## config.mk

```make
export PLATFORM = sky130hd
export DESIGN_NAME = cmp_window_tally
export DESIGN_NICKNAME = d
export VERILOG_FILES = /design/src/rtl/cmp_window_tally.sv
export SDC_FILE = /design/constraint.sdc
export NUM_CORES = 1
export LEC_CHECK = 0
export ABC_AREA = 1
export CELL_PAD_IN_SITES_DETAIL_PLACEMENT = 1
export CELL_PAD_IN_SITES_GLOBAL_PLACEMENT = 1
export CORE_MARGIN = 4
export CORE_UTILIZATION = 36
export DETAILED_ROUTE_END_ITERATION = 8
export GPL_TIMING_DRIVEN = 0
export HOLD_SLACK_MARGIN = 0.1
export MAX_ROUTING_LAYER = met4
export PLACE_DENSITY_LB_ADDON = 0.1
export SETUP_SLACK_MARGIN = 0.3
export SLEW_MARGIN = 20
export SYNTH_ARGS = -nofsm -noshare
export SYNTH_HDL_FRONTEND = slang
export SYNTH_SLANG_ARGS = --single-unit
export TNS_END_PERCENT = 1
```

## constraint.sdc

```tcl
create_clock -name clk -period 2.7 [get_ports clk]
set_clock_uncertainty 0.15 [all_clocks]
set_input_delay 0.27 -clock clk [delete_from_list [all_inputs] [get_ports clk]]
set_output_delay 0.27 -clock clk [all_outputs]
set_load 0.1 [all_outputs]
```

## src/rtl/cmp_window_tally.sv

```systemverilog
// Tallies WINDOW comparator results (Ls/Gr/Eq) into per-class counts and a
// majority verdict, then holds the summary behind a valid/ready handshake.
module cmp_window_tally #(
  parameter int WINDOW = 8,
  parameter int CNT_W  = 8
) (
  input  logic             clk,
  input  logic             rst,
  input  logic             start,
  input  logic             in_valid,
  input  logic             Ls,
  input  logic             Gr,
  input  logic             Eq,
  input  logic             out_ready,
  output logic             busy,
  output logic             out_valid,
  output logic [CNT_W-1:0] ls_cnt,
  output logic [CNT_W-1:0] gr_cnt,
  output logic [CNT_W-1:0] eq_cnt,
  output logic [1:0]       verdict,
  output logic             err
);

  typedef enum logic [1:0] {IDLE, ACCUM, REPORT} state_t;

  localparam logic [CNT_W-1:0] WIN_LAST = CNT_W'(WINDOW - 1);

  state_t           state, state_nx;
  logic [CNT_W-1:0] smp_cnt;
  logic             accept, last;
  logic             ls_only, gr_only, eq_only, one_hot;
  logic [CNT_W-1:0] ls_nx, gr_nx, eq_nx;

  function automatic logic [1:0] majority(input logic [CNT_W-1:0] l,
                                          input logic [CNT_W-1:0] g,
                                          input logic [CNT_W-1:0] e);
    if (l > g && l > e)      return 2'b01;
    else if (g > l && g > e) return 2'b10;
    else if (e > l && e > g) return 2'b11;
    else                     return 2'b00;
  endfunction

  assign ls_only = Ls & ~Gr & ~Eq;
  assign gr_only = ~Ls & Gr & ~Eq;
  assign eq_only = ~Ls & ~Gr & Eq;
  assign one_hot = ls_only | gr_only | eq_only;

  assign accept  = (state == ACCUM) && in_valid;
  assign last    = accept && (smp_cnt == WIN_LAST);

  // Counts including the current sample, so the verdict taken on the final
  // edge already sees the last one.
  assign ls_nx = ls_cnt + CNT_W'(ls_only);
  assign gr_nx = gr_cnt + CNT_W'(gr_only);
  assign eq_nx = eq_cnt + CNT_W'(eq_only);

  assign busy      = (state == ACCUM);
  assign out_valid = (state == REPORT);

  // NOTE: sequential state uses non-blocking assignments so every register
  // samples pre-edge values regardless of statement order.
  always_ff @(posedge clk or posedge rst) begin
    if (rst) state <= IDLE;
    else     state <= state_nx;
  end

  // NOTE: default assigned first so no path through the case infers a latch.
  always_comb begin
    state_nx = state;
    case (state)
      IDLE:    if (start)     state_nx = ACCUM;
      ACCUM:   if (last)      state_nx = REPORT;
      REPORT:  if (out_ready) state_nx = IDLE;
      default:                state_nx = IDLE;
    endcase
  end

  always_ff @(posedge clk or posedge rst) begin
    if (rst) begin
      smp_cnt <= '0;
      ls_cnt  <= '0;
      gr_cnt  <= '0;
      eq_cnt  <= '0;
      verdict <= 2'b00;
      err     <= 1'b0;
    end else begin
      if (state == IDLE && start) begin
        smp_cnt <= '0;
        ls_cnt  <= '0;
        gr_cnt  <= '0;
        eq_cnt  <= '0;
        verdict <= 2'b00;
        err     <= 1'b0;
      end else if (accept) begin
        smp_cnt <= smp_cnt + 1'b1;
        ls_cnt  <= ls_nx;
        gr_cnt  <= gr_nx;
        eq_cnt  <= eq_nx;
        if (!one_hot) err <= 1'b1;
        if (last) verdict <= majority(ls_nx, gr_nx, eq_nx);
      end
    end
  end

endmodule

```

==> out/results.tsv <==
stage	metric	value	unit
status	status	complete, no violations	
routing	Iter 0 DRT Violations	38	
grt	first-pass GRT wire length	13000	µm
power_and_ir_drop	Power, Total	4730	µW
power_and_ir_drop	switching power	2730	µW
clocking	root buf cell	clkbuf_8	
routing	Total Wirelength	7830	µm
min_path	Tightest Hold Check Type	reg2reg	
sta	Peak Freq	0.384	GHz
critical_path	arrival time of the worst setup path	2.69	ns
sta	unrepaired setup endpoints after global routing	yes	
layout	diode count	0	
critical_path	Setup CP Type	reg2reg	
power_and_ir_drop	internal power	2000	µW
synthesis	post-synthesis compound-gate area fraction	10.9	%
critical_path	Worst path most repeated cell	nand2_1	
critical_path	maximum fanout along the worst path	4	
routing	post-route ant nets	0	
clocking	Clk pin slew, worst setup/hold paths	0.08	ns
placement	Buffers on Ports	36	
power_and_ir_drop	Sequential Power Share	19.3	%
synthesis	largest family of logic cells by synthesized area	simple AND/OR/NAND/NOR gates	
critical_path	slowest stage delay, CP	0.52	ns
floorplanning	starting density of the core	36.8	%
layout	Nets	450	
synthesis	Syn Inst Count	359	
synthesis	mux cell area share after synthesis	0	%
layout	share of layout cells above drive strength 1	23.7	%
critical_path	CP max stage cell	or4_4	
grt	vias in the first global route	2704	
clocking	Num CTS Buffers	5	
clocking	Num Clock Sinks	37	
grt	GRT Overall Usage	19.4	%
layout	commonest non-fill, non-tap cell in the layout	nand2_1	
clocking	Clk Latency, worst-skew pair	0.29	ns
sta	final setup fails	0	
critical_path	Worst setup EP type	flip-flop	
floorplanning	die height	93.9	µm
layout	Area Overhead vs Synth	39.6	%
sta	Worst-Margin Slew	0.974	ns
floorplanning	Die Wd	93.9	µm
power_and_ir_drop	Clock power frac	8.5	%
synthesis	number of warnings issued by yosys	0	
placement	Final Wtd Congestion	0.826	
sta	crit path time final	2.60	ns
sta	setup_tns	0	ns
power_and_ir_drop	switching part of the total power	57.7	%
clocking	TritonCTS clock tree	built	
sta	fin. max-slew vios	0	
routing	Vias	2553	
synthesis	post-synthesis cell area	0.00265	mm²
synthesis	xor/xnor cell area share of the yosys netlist	3.30	%
floorplanning	io pins	37	
power_and_ir_drop	Max rail drop VDD	671	µV
routing	Pre-antenna DRT Iters	4	
grt	total grt overflow	0	
floorplanning	core area	0.00721	mm²
routing	via density per instance	4.98	
floorplanning	die area	0.00881	mm²
sta	Final Cycle Share	96.4	%
clocking	H-Tree Depth	2	
power_and_ir_drop	leak pwr	0.00173	µW
power_and_ir_drop	Comb power frac	72.2	%
critical_path	Critical Path RT	2.78	ns
synthesis	post-synth cell types	30	
synthesis	Synth Area in Adders	13.2	%
flow_run	Max Cap Viol	0	
clocking	Longest Clk Path Bufs	2	
critical_path	worst path cell trace	ha_4 -> nand2_4 -> or4_4 -> nor2_4 -> xor2_4 -> ha_4 -> nand4_1 -> nor2_1 -> nor2_1 -> o21ai_2 -> nand2_1 -> nand2_1 -> nand2_1	
synthesis	Mapped Avg Cell Area	7.39	µm²
synthesis	Simple-Gate Fraction of Synth Area	27.9	%
placement	Post-DP HPWL	6120	µm
floorplanning	Rows	31	
sta	worst relative slew slack	34.8	%
synthesis	Synth Net Count	395	
grt	largest net degree at the start of global routing	29	
routing	remaining routing DRC violations	0	
grt	initial antenna violation count	0	
power_and_ir_drop	PwrDens	1280	mW/mm²
critical_path	Startpoint Class	flip-flop	
routing	drt wl/cell	15.3	µm
synthesis	post-synthesis sequential area ratio	34.9	%
sta	hold violation total from the final report	0	
layout	most frequent cells in the layout	nand2_1, inv_1, clkdlybuf4s50_1	
synthesis	Yosys reg bits	37	
-- final cells by class --
type	instances	area [µm²]
plain buffers	5	18.8
multi-input cells	253	1830
clock buffers	7	86.3
repair buffers	48	458
fillers	879	3510
inverters	64	243
well taps	99	124
flip-flops and latches	37	947
-- routing by layer --
layer | global-route usage, % | vias to the layer above | share of wire [%]
li1 | - | 1266 | -
met1 | 23.1 | 1242 | 44
met2 | 34.4 | 33 | 52
met3 | 2.48 | 12 | 2.1
met4 | 5.42 | 0 | 1.8
met5 | - | - | 0
-- cells by family after synthesis --
family	Yosys count
XOR/XNOR	10
AO/OA/AOI/OAI	50
buffers and inverters	69
AND/OR/NAND/NOR	165
adder cells (fa/ha/maj)	28
flip-flops	37
-- timing repair --
action,4_1_cts,5_1_grt
endpoints found under the hold margin,9,0
pin swaps,15,23
setup endpoints to repair,5,3
setup buffers,7,3
resized for setup,36,51
hold buffers,1,0
-- path summary, 6_finish.rpt --
kind	start	to	slack, ns	depth (start not counted)
setup / recovery	ls_cnt[0]	verdict[0]	0.1	13
hold / removal	verdict[0]	verdict[0]	0.34	2
setup reg to reg	ls_cnt[0]	verdict[0]	0.1	13
hold reg to reg	verdict[0]	verdict[0]	0.34	2
max in group asynchronous	rst	ls_cnt[0]	1.32	4
min in group asynchronous	rst	state[1]	0.62	3
-- synth_stat cells --
| cell | number | share of area (%) |
|---|---|---|
| a21o_1 | 1 | 0.28 |
| a21oi_1 | 11 | 2.1 |
| a31o_2 | 1 | 0.33 |
| buf_1 | 1 | 0.14 |
| clkbuf_1 | 4 | 0.57 |
| dfrtp_1 | 37 | 35 |
| ha_1 | 28 | 13 |
| inv_1 | 64 | 9.1 |
| nand2_1 | 77 | 11 |
| nand2_2 | 4 | 0.94 |
| nand3_1 | 29 | 5.5 |
| nand3b_1 | 2 | 0.57 |
| nand4_1 | 5 | 1.2 |
| nor2_1 | 35 | 5.0 |
| nor2_2 | 1 | 0.24 |
| nor2_4 | 2 | 0.85 |
| nor3_1 | 6 | 1.1 |
| nor3_2 | 1 | 0.38 |
| nor4_4 | 1 | 0.80 |
| o211ai_1 | 1 | 0.28 |
| o21a_1 | 1 | 0.28 |
| o21ai_0 | 17 | 3.2 |
| o21ai_1 | 1 | 0.19 |
| o21ai_2 | 1 | 0.33 |
| o21bai_1 | 2 | 0.57 |
| o22ai_1 | 12 | 2.8 |
| o31ai_1 | 2 | 0.57 |
| or2_2 | 1 | 0.24 |
| or4_1 | 1 | 0.28 |
| xor2_1 | 10 | 3.3 |
-- power groups by stage --
stage	combinational (µW)	clock, µW	sequential (µW)
final	3420	403	915
after global routing	3760	439	946
after CTS	3260	422	889
after detailed placement	3110	0	899
after global placement	3040	0	889
after floorplan	1470	0	1730
-- state kept, by name, indices dropped and copies added, names as in the netlist --
| signal | cells |
|---|---|
| eq_cnt | 8 |
| gr_cnt | 8 |
| ls_cnt | 8 |
| smp_cnt | 8 |
| state | 2 |
| verdict | 2 |
| err | 1 |
-- critical path: cells and delay by family (launching register included) --
family          cells  cell delay (ns)
fa+ha+maj           2             0.39
compound gates      1             0.08
xor+xnor            1             0.24
simple gates        9             1.26
flops               1             0.43
-- through the flow --
step / worst slack (ns) / cells / cell area [µm²] / hold slack (ns) / utilization [%]
final: 0.0970 / 513 / 3700 / 0.337 / 51.3
after global routing: -0.0769 / 513 / 3700 / 0.363 / 51.3
after CTS: -0.0306 / 510 / 3400 / 0.353 / 47.1
after detailed placement: -0.940 / 495 / 3200 / 0.333 / 44.3
after global placement: -0.875 / 494 / 3180 / 0.318 / 44.0
after floorplan: -0.0929 / 359 / 2690 / 0.206 / -
Note: power is estimated with default switching activity, not from simulation.
